==> config.mk <==
export PLATFORM = sky130hd
export DESIGN_NAME = imm_encode_flat
export DESIGN_NICKNAME = d
export VERILOG_FILES = /design/src/rtl/imm_encode_if.sv /design/src/rtl/imm_encode.sv /design/src/flat_wrapper.sv
export SDC_FILE = /design/constraint.sdc
export NUM_CORES = 1
export LEC_CHECK = 0
export BUFFER_PORTS_ARGS = -buffer_cell sky130_fd_sc_hd__buf_2
export CAP_MARGIN = 40
export CELL_PAD_IN_SITES_DETAIL_PLACEMENT = 1
export CELL_PAD_IN_SITES_GLOBAL_PLACEMENT = 1
export CORE_UTILIZATION = 37
export CTS_CLUSTER_SIZE = 28
export DETAILED_ROUTE_END_ITERATION = 10
export GPL_TIMING_DRIVEN = 0
export PLACE_DENSITY = 0.76
export SETUP_SLACK_MARGIN = 0.4
export SYNTH_ARGS = -nofsm -noshare
export SYNTH_HDL_FRONTEND = slang
export SYNTH_SLANG_ARGS = --single-unit
==> constraint.sdc <==
create_clock -name i_clk -period 2.1 [get_ports i_clk]
set_clock_uncertainty 0.15 [all_clocks]
set_input_delay 0.105 -clock i_clk [delete_from_list [all_inputs] [get_ports i_clk]]
set_output_delay 0.105 -clock i_clk [all_outputs]
set_load 0.1 [all_outputs]
==> src/rtl/imm_encode_if.sv <==
// imm_encode_if: request/response bundle for the immediate encoder.
// The slave modport is the encoder's view; the master modport is the
// producer/consumer side (instruction generator or bench).
interface imm_encode_if #(
    parameter int CNT_W = 8
);
    logic             i_valid;
    logic             o_ready;
    logic [2:0]       i_type;
    logic [31:0]      i_tmpl;
    logic [31:0]      i_imm;
    logic             o_valid;
    logic             i_ready;
    logic [31:0]      o_instr;
    logic             o_err;
    logic [CNT_W-1:0] o_err_cnt;

    modport slave (
        input  i_valid, i_type, i_tmpl, i_imm, i_ready,
        output o_ready, o_valid, o_instr, o_err, o_err_cnt
    );

    modport master (
        output i_valid, i_type, i_tmpl, i_imm, i_ready,
        input  o_ready, o_valid, o_instr, o_err, o_err_cnt
    );
endinterface

==> src/rtl/imm_encode.sv <==
// imm_encode: packs a 32-bit immediate into an instruction template by
// format (R/I/S/B/U/J), the inverse of the decoder's sign-extend logic.
// Two-stage valid/ready pipeline: stage 1 captures the request together
// with its encoding, stage 2 is the output register.
// Optional build macro IMM_RANGE_CHECK_EN: flag immediates that the chosen
// format cannot represent. The instruction word is truncated silently
// either way; only the error sideband differs.
module imm_encode #(
    parameter int CNT_W = 8
) (
    input  logic          i_clk,
    input  logic          i_rst,
    imm_encode_if.slave   bus
);
    localparam logic [2:0] TY_NO  = 3'd0;
    localparam logic [2:0] TY_RT  = 3'd1;
    localparam logic [2:0] TY_IT  = 3'd2;
    localparam logic [2:0] TY_ST  = 3'd3;
    localparam logic [2:0] TY_BT  = 3'd4;
    localparam logic [2:0] TY_UT  = 3'd5;
    localparam logic [2:0] TY_JT  = 3'd6;
    localparam logic [2:0] TY_ILL = 3'd7;

    // Overwrite only the immediate fields of the template; all other bits pass.
    function automatic logic [31:0] encode_imm(input logic [2:0] ty,
                                               input logic [31:0] tmpl,
                                               input logic [31:0] imm);
        logic [31:0] w;
        w = tmpl;
        case (ty)
            TY_RT: w[31:25] = imm[11:5];
            TY_IT: w[31:20] = imm[11:0];
            TY_ST: begin
                w[31:25] = imm[11:5];
                w[11:7]  = imm[4:0];
            end
            TY_BT: begin
                w[31]    = imm[12];
                w[30:25] = imm[10:5];
                w[11:8]  = imm[4:1];
                w[7]     = imm[11];
            end
            TY_UT: w[31:12] = imm[31:12];
            TY_JT: begin
                w[31]    = imm[20];
                w[30:21] = imm[10:1];
                w[20]    = imm[11];
                w[19:12] = imm[19:12];
            end
            default: w = tmpl;
        endcase
        return w;
    endfunction

`ifdef IMM_RANGE_CHECK_EN
    // Not representable: bits above the sign position disagree with the sign,
    // or low bits the format cannot hold are set.
    function automatic logic range_err(input logic [2:0] ty, input logic [31:0] imm);
        logic bad;
        bad = 1'b0;
        case (ty)
            TY_RT:        bad = (imm[31:11] != {21{imm[31]}}) | (|imm[4:0]);
            TY_IT, TY_ST: bad = (imm[31:11] != {21{imm[31]}});
            TY_BT:        bad = (imm[31:12] != {20{imm[31]}}) | imm[0];
            TY_JT:        bad = (imm[31:20] != {12{imm[31]}}) | imm[0];
            TY_UT:        bad = |imm[11:0];
            default:      bad = 1'b0;
        endcase
        return bad;
    endfunction
`else
    function automatic logic range_err(input logic [2:0] ty, input logic [31:0] imm);
        logic unused;
        unused = ^{ty, imm};
        return 1'b0;
    endfunction
`endif

    logic             vld_p1;
    logic [31:0]      instr_p1;
    logic             err_p1;
    logic             vld_p2;
    logic [31:0]      instr_p2;
    logic             err_p2;
    logic [CNT_W-1:0] err_cnt;

    logic             s2_adv;
    logic             s2_load;
    logic             in_ready;
    logic             accept;
    logic [31:0]      enc_instr;
    logic             enc_err;

    // Handshake: stage 2 frees when empty or draining; stage 1 takes a new
    // item whenever it is empty or its occupant moves into stage 2 this cycle.
    always_comb begin
        s2_adv    = vld_p2 & bus.i_ready;
        s2_load   = !vld_p2 | s2_adv;
        in_ready  = !vld_p1 | s2_load;
        accept    = bus.i_valid & in_ready;
        enc_instr = encode_imm(bus.i_type, bus.i_tmpl, bus.i_imm);
        enc_err   = (bus.i_type == TY_ILL) | range_err(bus.i_type, bus.i_imm);
    end

    // Stage 1: capture the request and its encoding.
    always_ff @(posedge i_clk) begin
        if (i_rst) begin
            vld_p1 <= 1'b0;
        end else if (in_ready) begin
            vld_p1 <= bus.i_valid;
        end
        if (accept) begin
            instr_p1 <= enc_instr;
            err_p1   <= enc_err;
        end
    end

    // Stage 2: output register, held while the consumer stalls.
    always_ff @(posedge i_clk) begin
        if (i_rst) begin
            vld_p2   <= 1'b0;
            instr_p2 <= '0;
            err_p2   <= 1'b0;
        end else if (s2_load) begin
            vld_p2 <= vld_p1;
            if (vld_p1) begin
                instr_p2 <= instr_p1;
                err_p2   <= err_p1;
            end
        end
    end

    // Count erroneous words as they are handed off; stick at all-ones.
    always_ff @(posedge i_clk) begin
        if (i_rst) begin
            err_cnt <= '0;
        end else if (s2_adv && err_p2 && !(&err_cnt)) begin
            err_cnt <= err_cnt + 1'b1;
        end
    end

    assign bus.o_ready   = in_ready;
    assign bus.o_valid   = vld_p2;
    assign bus.o_instr   = instr_p2;
    assign bus.o_err     = err_p2;
    assign bus.o_err_cnt = err_cnt;

endmodule

==> src/flat_wrapper.sv <==
// flat-port wrapper written by rule: the top's interface ports become plain ports
module imm_encode_flat 
#(
    parameter int CNT_W = 8
)
  (i_clk, i_rst, bus_i_valid, bus_i_type, bus_i_tmpl, bus_i_imm, bus_i_ready, bus_o_ready, bus_o_valid, bus_o_instr, bus_o_err, bus_o_err_cnt);
  imm_encode_if #(.CNT_W(CNT_W)) bus_i ();
  input  logic i_clk;
  input  logic i_rst;
  input wire logic [$bits(bus_i.i_valid)-1:0] bus_i_valid;
  input wire logic [$bits(bus_i.i_type)-1:0] bus_i_type;
  input wire logic [$bits(bus_i.i_tmpl)-1:0] bus_i_tmpl;
  input wire logic [$bits(bus_i.i_imm)-1:0] bus_i_imm;
  input wire logic [$bits(bus_i.i_ready)-1:0] bus_i_ready;
  output wire logic [$bits(bus_i.o_ready)-1:0] bus_o_ready;
  output wire logic [$bits(bus_i.o_valid)-1:0] bus_o_valid;
  output wire logic [$bits(bus_i.o_instr)-1:0] bus_o_instr;
  output wire logic [$bits(bus_i.o_err)-1:0] bus_o_err;
  output wire logic [$bits(bus_i.o_err_cnt)-1:0] bus_o_err_cnt;
  assign bus_i.i_valid = bus_i_valid;
  assign bus_i.i_type = bus_i_type;
  assign bus_i.i_tmpl = bus_i_tmpl;
  assign bus_i.i_imm = bus_i_imm;
  assign bus_i.i_ready = bus_i_ready;
  assign bus_o_ready = bus_i.o_ready;
  assign bus_o_valid = bus_i.o_valid;
  assign bus_o_instr = bus_i.o_instr;
  assign bus_o_err = bus_i.o_err;
  assign bus_o_err_cnt = bus_i.o_err_cnt;
  imm_encode #(.CNT_W(CNT_W)) u_core (.i_clk(i_clk), .i_rst(i_rst), .bus(bus_i));
endmodule
==> results.py, run 1 <==
metrics = {
    "critical_path": {
        "cp-startpoint": "bus_i_tmpl[13]",
        "path_cells": "dlygate4sd3_1, buf_2, mux2_2, dlygate4sd3_1",
        "path_delay_family": "buffers and inverters",
        "critPathBufInv": 3,
        "max_stage_delay_ps": 570,
        "crit_path_end_kind": "register",
        "cp_max_fo": 1,
        "reg2reg_slack_ps": 510,
        "worst-endpoint-required_ps": 2040,
        "reg2regPathDepth": 7,
        "path_common_cell": "dlygate4sd3_1",
        "critPathSlowestCell": "dlygate4sd3_1",
        "path_class": "in -> reg",
        "cp-start-kind": "primary input",
        "rr_startpoint": "u_core.bus.o_valid$_SDFFE_PP0P_",
        "crit_cells": 4,
        "critPathArrivalTime_ps": 1590,
    },
    "global_route": {
        "top_usage_layer": "met2",
        "grtUsageMet3_pct": 4.10,
        "grt.met1_usage_pct": 23.9,
        "grt_pass1_vias": 3135,
        "antenna_found_initial": 0,
        "use_met2_pct": 34.2,
        "grt.overflow.total": 0,
        "grt_usage_pct": 19.7,
        "grt_pass1_wl_um": 14900,
        "grt_max_degree": 34,
    },
    "synth": {
        "synth_top_area_share_pct": 29.3,
        "yosysWarnings": 0,
        "yosysSeqAreaShare_pct": 54.8,
        "syn_inst": 347,
        "synth_top_cell_by_area": "edfxtp_1",
        "avgSynthCellArea_um2": 9.74,
        "synth.net_count": 419,
        "synth_edf_count": 33,
        "synth_flop_cell": "dfxtp_1",
        "syn_area_um2": 3380,
        "synthTopCellsByArea": "edfxtp_1, dfxtp_1, nand2_1",
        "async_flop_share_pct": 0,
        "synth-seq-cells": 76,
        "synth_cell_types": 39,
    },
    "clock_network": {
        "insertion_delay_ps": 350,
        "tritoncts": "yes",
        "cts_made_buffers": 9,
        "clockBufferDepth": 2,
        "clk_pin_slew_ps": 80,
        "clkSinkCount": 76,
        "ctsRootBufferMaster": "clkbuf_8",
        "cts_max_level": 3,
    },
    "die": {
        "start_util_pct": 38.6,
        "core-area_um2": 8760,
        "die-area_um2": 9520,
        "num_rows": 34,
        "die_y_um": 97.6,
        "die_w_um": 97.6,
        "pin_count": 114,
    },
    "hold_path": {
        "hp-class": "in -> reg",
        "min_from": "bus_i_imm[9]",
        "hold_depth": 3,
    },
    "layout": {
        "fin_util_pct": 54.0,
        "layout_common_cells": "buf_2, nand2_1, a21oi_1",
        "final_common_cell": "buf_2",
        "n_antenna_cell": 0,
        "area_delta_synth_final_pct": 39.9,
        "fillers": 1022,
        "drive_above_1_share_pct": 35.2,
        "final_nets": 576,
    },
    "timing": {
        "period_needed_ps": 1650,
        "setup-tns-final_ps": 0,
        "whs_ps": 18.2,
        "finalSetupViolations": 0,
        "hold_viol": 0,
        "slew_violations": 0,
        "max_slew.worst_pin.slew_ps": 522,
        "timing.fmax_ghz": 0.607,
        "rsz0062_at_grt": "yes",
        "max_slew_margin_pct": 65.2,
        "post-route-period-util_pct": 78.4,
    },
    "route": {
        "antenna_left": 0,
        "route.vias.total": 3094,
        "drt-wirelength-per-cell_um": 14.9,
        "wirelength_um": 9170,
        "dr.first_iter.drc_count": 116,
        "route.detailed.drc": 0,
        "avgViaCountPerCell": 5.01,
        "drtPass1Iterations": 4,
    },
    "placement": {
        "gp_congestion": 0.888,
        "dp_hpwl_um": 6490,
        "io_buffers": 111,
    },
    "power": {
        "power.density_nw_per_um2": 766,
        "vdd_drop_max_uv": 296,
        "leakagePower_nw": 2.00,
    },
    "outcome": {
        "status": "finished, final reports clean",
    },
    "job": {
        "drv_cap": 0,
    },
}
==> cell type report <==
class	instances	area, µm²	share of cell area (%)
plain buffers	26	145	3.07
clock buffers	12	156	3.31
repair buffers	146	903	19.1
clock inverters	4	72.6	1.53
well taps	108	135	2.86
multi-input cells	244	1420	30.1
flip-flops and latches	76	1890	39.9
inverters	1	3.75	0.0794
==> Yosys cell counts (3+ instances only) <==
| master | number |
|---|---|
| a21oi_1 | 44 |
| and3_1 | 3 |
| buf_2 | 11 |
| buf_4 | 7 |
| clkbuf_1 | 7 |
| dfxtp_1 | 43 |
| edfxtp_1 | 33 |
| mux2_2 | 13 |
| mux2i_1 | 7 |
| nand2_1 | 82 |
| nand3b_1 | 8 |
| nor2_1 | 19 |
| o21ai_0 | 20 |
| o22a_1 | 6 |
| o22ai_1 | 10 |
| xor2_1 | 6 |
==> metrics by stage <==
step | worst slack (ps) | instances | power [mW] | area, µm²
after CTS | 472 | 616 | 3.65 | 4710
final | 453 | 617 | 3.62 | 4730
after detailed placement | 533 | 566 | 2.33 | 4150
after global placement | 576 | 566 | 2.32 | 4150
after global routing | 368 | 617 | 3.77 | 4730
after floorplan | 403 | 347 | 2.15 | 3450
==> worst paths after layout <==
kind	endpoint
hold reg to reg	u_core.bus.o_instr[9]$_SDFFE_PP0P_
hold / removal	u_core.instr_p1[29]$_DFFE_PP_
setup / recovery	u_core.instr_p1[13]$_DFFE_PP_
setup reg to reg	u_core.bus.o_instr[15]$_SDFFE_PP0P_
==> worst reg2reg max path: stages, from the launching register on <==
cell and delay [ps]:
dfxtp_4 350, nor2b_4 150, buf_4 130, nor2b_1 90, buf_2 180, buf_2 240
nand2_1 90, a21oi_1 140
==> layer usage <==
metal	part of all wire [%]	vias up
met3	4.3	16
met1	44	1453
met2	50	99
met5	0	-
li1	-	1526
met4	1.6	0
==> cells by family after synthesis <==
group           after synthesis  synth area share [%]
compound gates               88                  14.9
xor+xnor                      8                  2.07
fa+ha+maj                     1                 0.370
buf+inv                      27                  4.18
flops                        76                  54.8
mux                          21                  6.85
simple gates                126                  16.9
==> sequential cells by signal, indices dropped and copies added, names as in the netlist <==
name,cells
u_core.bus.o_instr,32
u_core.instr_p1,32
u_core.bus.o_err_cnt,8
u_core.bus.o_err,1
u_core.bus.o_valid,1
u_core.err_p1,1
u_core.vld_p1,1
==> power by group <==
group / switching (mW) / total (mW) / internal [mW]
Combinational: 0.473 / 0.703 / 0.231
Clock: 0.520 / 1.26 / 0.741
Sequential: 0.0319 / 1.66 / 1.63
Total: 1.02 / 3.62 / 2.60
==> timing repair <==
| item | 4_1_cts | 5_1_grt |
|---|---|---|
| hold buffers | 34 | 0 |
| setup endpoints to repair | 0 | 9 |
| resized for setup | 0 | 2 |
| buffers inserted | 0 | 1 |
| hold endpoints to repair | 27 | 0 |
(Power assumes the default switching activity.)
==> inputs of run 2 (changes only) <==
Settings changed: CORE_UTILIZATION 37 to 34, PLACE_DENSITY 0.76 to 0.73.
Clock period 2.1 ns to 1.4 ns, I/O delays scaled along.
==> results.py, run 2 (same netlist as run 1, synthesis figures left out) <==
metrics = {
    "placement": {
        "io_buffers": 111,
        "dp_slack_ps": -137,
        "gp_congestion": 0.843,
        "dp_hpwl_um": 6810,
    },
    "die": {
        "die_w_um": 102,
        "core-area_um2": 9680,
        "pin_count": 114,
        "die-area_um2": 10300,
        "start_util_pct": 34.9,
        "die_y_um": 102,
        "num_rows": 36,
    },
    "outcome": {
        "violations": "negative hold slack, negative setup slack",
        "status": "complete, but fails checks",
    },
    "timing": {
        "period_needed_ps": 1540,
        "hold_viol": 13,
        "rsz0062_at_grt": "yes",
        "slew_violations": 0,
        "finalSetupViolations": 45,
        "post-route-period-util_pct": 110,
        "setup_ws_ps": -143,
        "timing.fmax_ghz": 0.648,
        "max_slew_margin_pct": 44.9,
        "whs_ps": -162,
        "max_slew.worst_pin.slew_ps": 827,
    },
    "route": {
        "route.vias.total": 3668,
        "avgViaCountPerCell": 5.31,
        "drt-wirelength-per-cell_um": 24.7,
        "route.detailed.drc": 0,
        "dr.first_iter.drc_count": 132,
        "drtPass1Iterations": 4,
        "wirelength_um": 17100,
        "antenna_left": 0,
    },
    "critical_path": {
        "cp-start-kind": "register",
        "path_class": "reg -> reg",
        "crit_path_end_kind": "register",
        "cp_max_fo": 7,
        "critPathArrivalTime_ps": 1690,
        "worst-endpoint-required_ps": 1550,
    },
    "clock_network": {
        "ctsRootBufferMaster": "clkbuf_8",
        "tritoncts": "yes",
        "clkSinkCount": 76,
        "cts_max_level": 3,
        "insertion_delay_ps": 370,
        "clockBufferDepth": 2,
        "clk_pin_slew_ps": 100,
        "cts_made_buffers": 9,
    },
    "layout": {
        "multi_input_area_um2": 1960,
        "register_area_um2": 1980,
        "final_nets": 625,
        "fin_util_pct": 69.2,
        "n_antenna_cell": 0,
        "layout_common_cells": "buf_2, buf_12, buf_4",
        "area_delta_synth_final_pct": 98.1,
        "drive_above_1_share_pct": 66.8,
        "final_common_cell": "buf_2",
        "fillers": 954,
    },
    "global_route": {
        "grt_pass1_wl_um": 19900,
        "grt_pass1_vias": 3655,
        "grt.overflow.total": 0,
        "grt_usage_pct": 26.2,
        "grt_max_degree": 18,
        "antenna_found_initial": 0,
    },
    "hold_path": {
        "hp-class": "in -> reg",
    },
    "power": {
        "total_power_mw": 6.36,
        "vdd_drop_max_uv": 486,
        "power.density_nw_per_um2": 949,
        "leakagePower_nw": 2.77,
    },
    "job": {
        "drv_cap": 0,
    },
}
run 2: changes by cell type in the layout (fill, tap and decap cells not counted), moves of 13 or more:
cell	delta
nand2_1	-55
dfxtp_1	-33
dfxtp_2	+14
buf_4	+35
buf_2	-54
buf_12	+51
nand2_2	+37
mux2_4	+13
nand2_4	+18
a21oi_1	-32
a21oi_2	+32
mux2_2	-13
dfxtp_4	+19
run 2: through the flow:
stage                     instances  setup TNS [ps]  area (µm²)
after detailed placement        591           -7900        4340
final                           691           -3370        6700
after global routing            691           -5170        6700
after CTS                       651           -2110        6070
after global placement          591           -5740        4340
after floorplan                 347          -17520        3620
run 2: area by class of cell:
class	count	share of cell area, %
Timing Repair Buffer	191	31.0
Multi-Input combinational cell	248	29.3
Buffer	26	4.18
Clock buffer	11	1.96
Tap cell	133	2.48
Sequential cell	76	29.5
Clock inverter	5	1.53
Inverter	1	0.0560
run 2: final timing paths:
path	start	endpoint	slack [ps]	cells past startpoint
setup / recovery	u_core.vld_p1$_SDFFE_PP0N_	u_core.bus.o_instr[6]$_SDFFE_PP0P_	-140	6
hold / removal	bus_i_imm[19]	u_core.instr_p1[19]$_DFFE_PP_	-160	2
setup reg to reg	u_core.vld_p1$_SDFFE_PP0N_	u_core.bus.o_instr[6]$_SDFFE_PP0P_	-140	6
hold reg to reg	u_core.bus.o_instr[22]$_SDFFE_PP0P_	u_core.bus.o_instr[22]$_SDFFE_PP0P_	350	2
run 2: what timing repair did:
action	4_1_cts	5_1_grt
setup buffers	24	25
hold endpoints to repair	33	15
cloned	5	5
pin swaps	46	25
setup endpoints to repair	138	126
hold buffers	15	10
gates resized for setup	278	80
run 2: power breakdown:
group	leakage, nW	internal, mW	switching (mW)
Clock	0.114	1.19	0.955
Combinational	1.95	0.736	0.932
Sequential	0.701	2.43	0.119
run 2: worst max-delay path, stage by stage, from the launching register on:
cell,delay [ps]
dfxtp_4,430
nor2b_2,240
buf_6,200
buf_12,120
buf_16,110
nand2_2,60
a21oi_2,160
run 2: metal layers:
metal	part of all wire [%]	global-route usage, %	vias up
met5	0	0	-
met4	4.0	9.14	0
met3	6.1	6.56	53
met2	51	48.9	180
met1	39	28.5	1802
li1	-	-	1633
